===== config.mk =====
export PLATFORM = sky130hd
export DESIGN_NAME = io_out_fifo
export DESIGN_NICKNAME = d
export VERILOG_FILES = /design/src/rtl/io_out_fifo.sv
export SDC_FILE = /design/constraint.sdc
export NUM_CORES = 1
export LEC_CHECK = 0
export CAP_MARGIN = 0
export CORE_ASPECT_RATIO = 1.1
export CORE_MARGIN = 5
export CORE_UTILIZATION = 47
export CTS_BUF_LIST = sky130_fd_sc_hd__clkbuf_8
export DETAILED_ROUTE_END_ITERATION = 8
export HOLD_SLACK_MARGIN = 0.08
export PLACE_DENSITY_LB_ADDON = 0.05
export SLEW_MARGIN = 25
export SYNTH_ARGS = -nofsm -noshare
export SYNTH_HDL_FRONTEND = slang
export SYNTH_SLANG_ARGS = --single-unit

===== constraint.sdc =====
create_clock -name clk -period 5.9 [get_ports clk]
set_input_delay 0.885 -clock clk [delete_from_list [all_inputs] [get_ports clk]]
set_output_delay 0.885 -clock clk [all_outputs]
set_load 0.03 [all_outputs]

===== src/rtl/io_out_fifo.sv =====
// rtl/io_out_fifo.sv - output-port FIFO and per-port mirror registers behind the FP core
//
// Purpose:
//   Buffers every OUT write from the floating-point core ({addr_out, data_out})
//   in a small first-word-fall-through FIFO drained by an external consumer
//   over a valid/ready handshake. In parallel, each write updates a mirror
//   register holding the last value written to that output address.
//   A sticky flag records words dropped because the FIFO was full.
//
// Ports:
//   clk       in   clock, rising edge
//   rst       in   asynchronous reset, active-high
//   out_en    in   core write strobe, one cycle per OUT instruction
//   addr_out  in   core output address (AW bits)
//   data_out  in   core output word (W bits, passed through bit-exact)
//   m_valid   out  FIFO head valid
//   m_ready   in   consumer accepts the head this cycle
//   m_addr    out  head address
//   m_data    out  head data
//   port_regs out  mirror registers, port k at [k*W +: W]
//   count     out  FIFO occupancy, 0..DEPTH
//   full      out  count == DEPTH
//   ovf       out  sticky overflow flag
//   ovf_clr   in   clears ovf (a coincident overflow wins)

module io_out_fifo #(
  parameter int NBMANT  = 16,
  parameter int NBEXPO  = 6,
  parameter int NUIOOU  = 8,
  parameter int FDEPTHW = 2,
  localparam int W      = NBMANT + NBEXPO + 1,
  localparam int AW     = (NUIOOU > 1) ? $clog2(NUIOOU) : 1,
  localparam int DEPTH  = 2 ** FDEPTHW
) (
  input  logic                  clk,
  input  logic                  rst,
  input  logic                  out_en,
  input  logic [AW-1:0]         addr_out,
  input  logic [W-1:0]          data_out,
  output logic                  m_valid,
  input  logic                  m_ready,
  output logic [AW-1:0]         m_addr,
  output logic [W-1:0]          m_data,
  output logic [NUIOOU*W-1:0]   port_regs,
  output logic [FDEPTHW:0]      count,
  output logic                  full,
  output logic                  ovf,
  input  logic                  ovf_clr
);

  localparam logic [FDEPTHW:0] DEPTH_C = (FDEPTHW+1)'(DEPTH);

  // FIFO storage: {addr, data} per entry. Not reset; occupancy alone decides
  // which entries are meaningful.
  logic [AW+W-1:0]    mem_q [DEPTH];

  // Pointers are exactly FDEPTHW bits so they wrap modulo DEPTH for free.
  logic [FDEPTHW-1:0] wr_ptr_q, wr_ptr_d;
  logic [FDEPTHW-1:0] rd_ptr_q, rd_ptr_d;
  logic [FDEPTHW:0]   count_q,  count_d;
  logic               ovf_q,    ovf_d;
  logic [W-1:0]       port_q [NUIOOU];

  logic push;
  logic pop;
  logic ovf_set;
  logic mirror_hit;

  // ---------------------------------------------------------------------
  // Handshake and status
  // ---------------------------------------------------------------------
  assign m_valid = (count_q != '0);
  assign full    = (count_q == DEPTH_C);
  assign count   = count_q;
  assign ovf     = ovf_q;

  assign pop     = m_valid & m_ready;
  // A pop in the same cycle frees a slot, so a full FIFO still accepts.
  assign push    = out_en & (~full | pop);
  assign ovf_set = out_en & full & ~pop;

  // Head is read straight from storage (fall-through); it only moves on pop,
  // which keeps m_addr/m_data stable while the consumer stalls.
  assign {m_addr, m_data} = mem_q[rd_ptr_q];

  // Out-of-range addresses still go into the FIFO but touch no mirror.
  assign mirror_hit = out_en & (int'(addr_out) < NUIOOU);

  // ---------------------------------------------------------------------
  // Next-state logic
  // ---------------------------------------------------------------------
  always_comb begin
    wr_ptr_d = wr_ptr_q;
    rd_ptr_d = rd_ptr_q;
    count_d  = count_q;
    ovf_d    = ovf_q;

    if (push) wr_ptr_d = wr_ptr_q + 1'b1;
    if (pop)  rd_ptr_d = rd_ptr_q + 1'b1;

    unique case ({push, pop})
      2'b10:   count_d = count_q + 1'b1;
      2'b01:   count_d = count_q - 1'b1;
      default: count_d = count_q;
    endcase

    // Set has priority over clear so a drop is never lost.
    if (ovf_set)      ovf_d = 1'b1;
    else if (ovf_clr) ovf_d = 1'b0;
  end

  // ---------------------------------------------------------------------
  // State registers
  // ---------------------------------------------------------------------
  always_ff @(posedge clk or posedge rst) begin
    if (rst) begin
      wr_ptr_q <= '0;
      rd_ptr_q <= '0;
      count_q  <= '0;
      ovf_q    <= 1'b0;
    end else begin
      wr_ptr_q <= wr_ptr_d;
      rd_ptr_q <= rd_ptr_d;
      count_q  <= count_d;
      ovf_q    <= ovf_d;
    end
  end

  always_ff @(posedge clk) begin
    if (push) mem_q[wr_ptr_q] <= {addr_out, data_out};
  end

  // Mirror registers update on every write, including dropped FIFO words.
  always_ff @(posedge clk or posedge rst) begin
    if (rst) begin
      for (int k = 0; k < NUIOOU; k++) port_q[k] <= '0;
    end else if (mirror_hit) begin
      port_q[addr_out] <= data_out;
    end
  end

  for (genvar k = 0; k < NUIOOU; k++) begin : g_port
    assign port_regs[k*W +: W] = port_q[k];
  end

endmodule


==> impl_metrics.json <==
{
  "status": "completed",
  "cpPeakStageDelay_ns": 0.77,
  "syn_area_um2": 11200,
  "clockBufferDepth": 3,
  "drive_above_1_share_pct": 32.0,
  "hp-start": "port_regs[39]$_DFFE_PP0P_",
  "r2r_end": "mem_q[2][9]$_DFFE_PP_",
  "setup_viol": 0,
  "drtIter0Drc": 200,
  "final_cell_mix": "246 x clkdlybuf4s50_1, 191 x dfrtp_1, 181 x mux2_2",
  "fin_worst_skew_ns": 0.0141,
  "antenna_cells": 0,
  "dpl.hpwl_um": 18300,
  "syn_nets": 627,
  "ctsHoldBuffers": 0,
  "multi_input_area_um2": 3100,
  "die_area_um2": 27000,
  "total_power_mw": 7.08,
  "ff_latch_area_um2": 7930,
  "drc": 0,
  "synth_cell_types": 39,
  "synth_edf_count": 104,
  "clkPwrFrac_pct": 22.2,
  "clock_latency_ns": 0.54,
  "rows": 59,
  "seq_area_frac_synth_pct": 70.8,
  "setup_tns_ns": 0,
  "final_nets": 908,
  "synth_area_leaders": "dfrtp_1 43%, edfxtp_1 28%, mux2_2 18%",
  "dieWidth_um": 157,
  "reg2reg_from": "count[2]$_DFFE_PP0P_",
  "fmax_mhz": 276,
  "ant_nets": 0,
  "place_ws_ns": 2.32,
  "worstSetupPathType": "flop to output pin",
  "antenna_found_initial": 0,
  "busiest_layer": "met2",
  "netlist.area_leader.share_pct": 42.9,
  "avgViaCountPerCell": 5.25,
  "place_area_um2": 14000,
  "p_sw_mw": 2.49,
  "grt_util_met1_pct": 26.0,
  "ios": 247,
  "power.leakage_nw": 5.93,
  "final-max-slew-violation-count": 0,
  "sw_frac_of_total_pct": 35.2,
  "cts_tree": "done",
  "yosysWarnings": 0,
  "postCtsSetupBuffers": 0,
  "setup_ws_ns": 2.28,
  "grt_pass1_vias": 6985,
  "via_count": 6368,
  "rsz0062_at_grt": "false",
  "start_kind": "flop",
  "die_h_um": 172,
  "ys_seq_elements": 296,
  "r2r_slack_ns": 3.92,
  "vdd_drop_max_v": 0.000271,
  "gp_congestion": 0.800,
  "grtUsageTotal_pct": 20.6,
  "cts_made_buffers": 47,
  "layout_commonest_cell": "clkdlybuf4s50_1",
  "cp.arrival_ns": 2.73,
  "htree_levels": 2,
  "grt_max_degree": 58,
  "dr.pass1.iters": 6,
  "hold_class": "flop to flop",
  "clkTransAtPathRegs_ns": 0.06,
  "utilization_pct": 63.2,
  "synth_area_per_cell_um2": 19.0,
  "syn_to_final_growth_pct": 32.8,
  "finalInstanceArea_um2": 14900,
  "ctsRootBufferMaster": "clkbuf_8",
  "hold_viol": 0,
  "grtUsageMet2_pct": 34.3,
  "period_needed_ns": 3.62,
  "min_to": "port_regs[39]$_DFFE_PP0P_",
  "core_area_um2": 23500,
  "pwr-share-seq_pct": 40.9,
  "n_fill_cell": 1742,
  "grtUsageMet3_pct": 7.11,
  "crit_path_cell_trace": "buf_4 -> mux4_2 -> clkdlybuf4s50_1",
  "yosysTopAreaCell": "dfrtp_1",
  "endpoint_kind": "output pin",
  "power_density_nw_per_um2": 476,
  "globalRouteOverflowTotal": 0,
  "cts_resized": 0,
  "grt_pass1_wl_um": 42100,
  "synth_top_flop_cell": "dfrtp_1",
  "period_share_pct": 61.3,
  "comb_power_share_pct": 36.9,
  "cts.sinks": 296,
  "crit_slowest_cell": "dfrtp_1",
  "min_path_cells": 1,
  "cp_data_required_time_ns": 5.02,
  "syn_inst": 591,
  "relSlewSlack_pct": 41.1,
  "max_cap_viol_count": 0,
  "port_buffers": 246,
  "wirelength_um": 27600,
  "worstMarginPinSlew_ns": 0.883,
  "ys_async_sr_fraction_pct": 64.9,
  "cell_internal_pwr_mw": 4.58,
  "wl_per_cell_um": 22.7,
  "r2r_cells": 3,
  "initial_core_util_pct": 47.6,
  "path_max_fanout": 16
}
==> cells by family after synthesis <==
logic type,count (synthesis),share of synthesized area (%)
adders and majority gates,5,0.626
xor gates and xnor gates,5,0.391
AOI/OAI and AO/OA,9,0.681
muxes,211,23.9
DFF,296,70.8
and+or+nand+nor,29,2.00
buffers and inverters,36,1.66
==> area by class of cell <==
cell class,instances,area share (%)
clock inverter,35,1.14
clock buffer,50,4.62
sequential,296,53.3
inverter,9,0.252
tap,305,2.56
multi-input combinational,259,20.8
timing repair buffer,259,17.3
==> power by group through the flow <==
stage               sequential, mW  clock (mW)  combinational (mW)
floorplan                     3.39           0                1.01
global placement              2.91           0                2.61
detailed placement            2.94           0                2.63
CTS                           2.90        1.62                2.64
global route                  2.96        1.71                2.74
finish                        2.89        1.57                2.61
==> stage by stage <==
stage	hold WS (ns)	cells
floorplan	0.535	591
global placement	0.471	1127
detailed placement	0.478	1127
CTS	0.495	1212
global route	0.512	1213
finish	0.501	1213
==> layer usage <==
layer / routed length (µm) / vias to the layer above
met3: 2560 / 41
met2: 13700 / 233
li1: - / 2787
met4: 543 / 0
met5: 0 / -
met1: 10700 / 3307
==> synth_stat cells, drive strengths merged (2+ instances only) <==
library cell  number
ha                 4
nand4b             3
mux2             185
and2               4
nor2               3
mux4              26
nand3              3
nor3b              2
edfxtp           104
inv                9
nor3               2
dfrtp            192
buf               27
xnor2              4
nand2              4
==> how the worst max path moves through the flow <==
| stage | startpoint | endpoint | depth (start not counted) |
|---|---|---|---|
| 5_1_grt | rd_ptr_q[1]$_DFFE_PP0N_ | m_data[7] | 3 |
| 3_5_place_dp | out_en | port_regs[172]$_DFFE_PP0P_ | 4 |
| 6_report | rd_ptr_q[1]$_DFFE_PP0N_ | m_data[7] | 3 |
| 4_1_cts | rd_ptr_q[0]$_DFFE_PP0N_ | m_data[16] | 2 |
| 3_3_place_gp | out_en | port_regs[172]$_DFFE_PP0P_ | 4 |
| 2_1_floorplan | rst | count[0]$_DFFE_PP0P_ | 1 |
==> sequential cells by signal, indices dropped and copies added (netlist names) <==
name,flops
mem_q,104
ovf,1
wr_ptr_q,2
count,3
rd_ptr_q,2
port_regs,184
==> worst max-delay path: cells and delay by family (launching register included) <==
kind	cells	cell delay, ns
buffers and inverters	2	1.06
DFF	1	0.77
muxes	1	0.35
No activity file was read; power rests on OpenSTA's default activity.
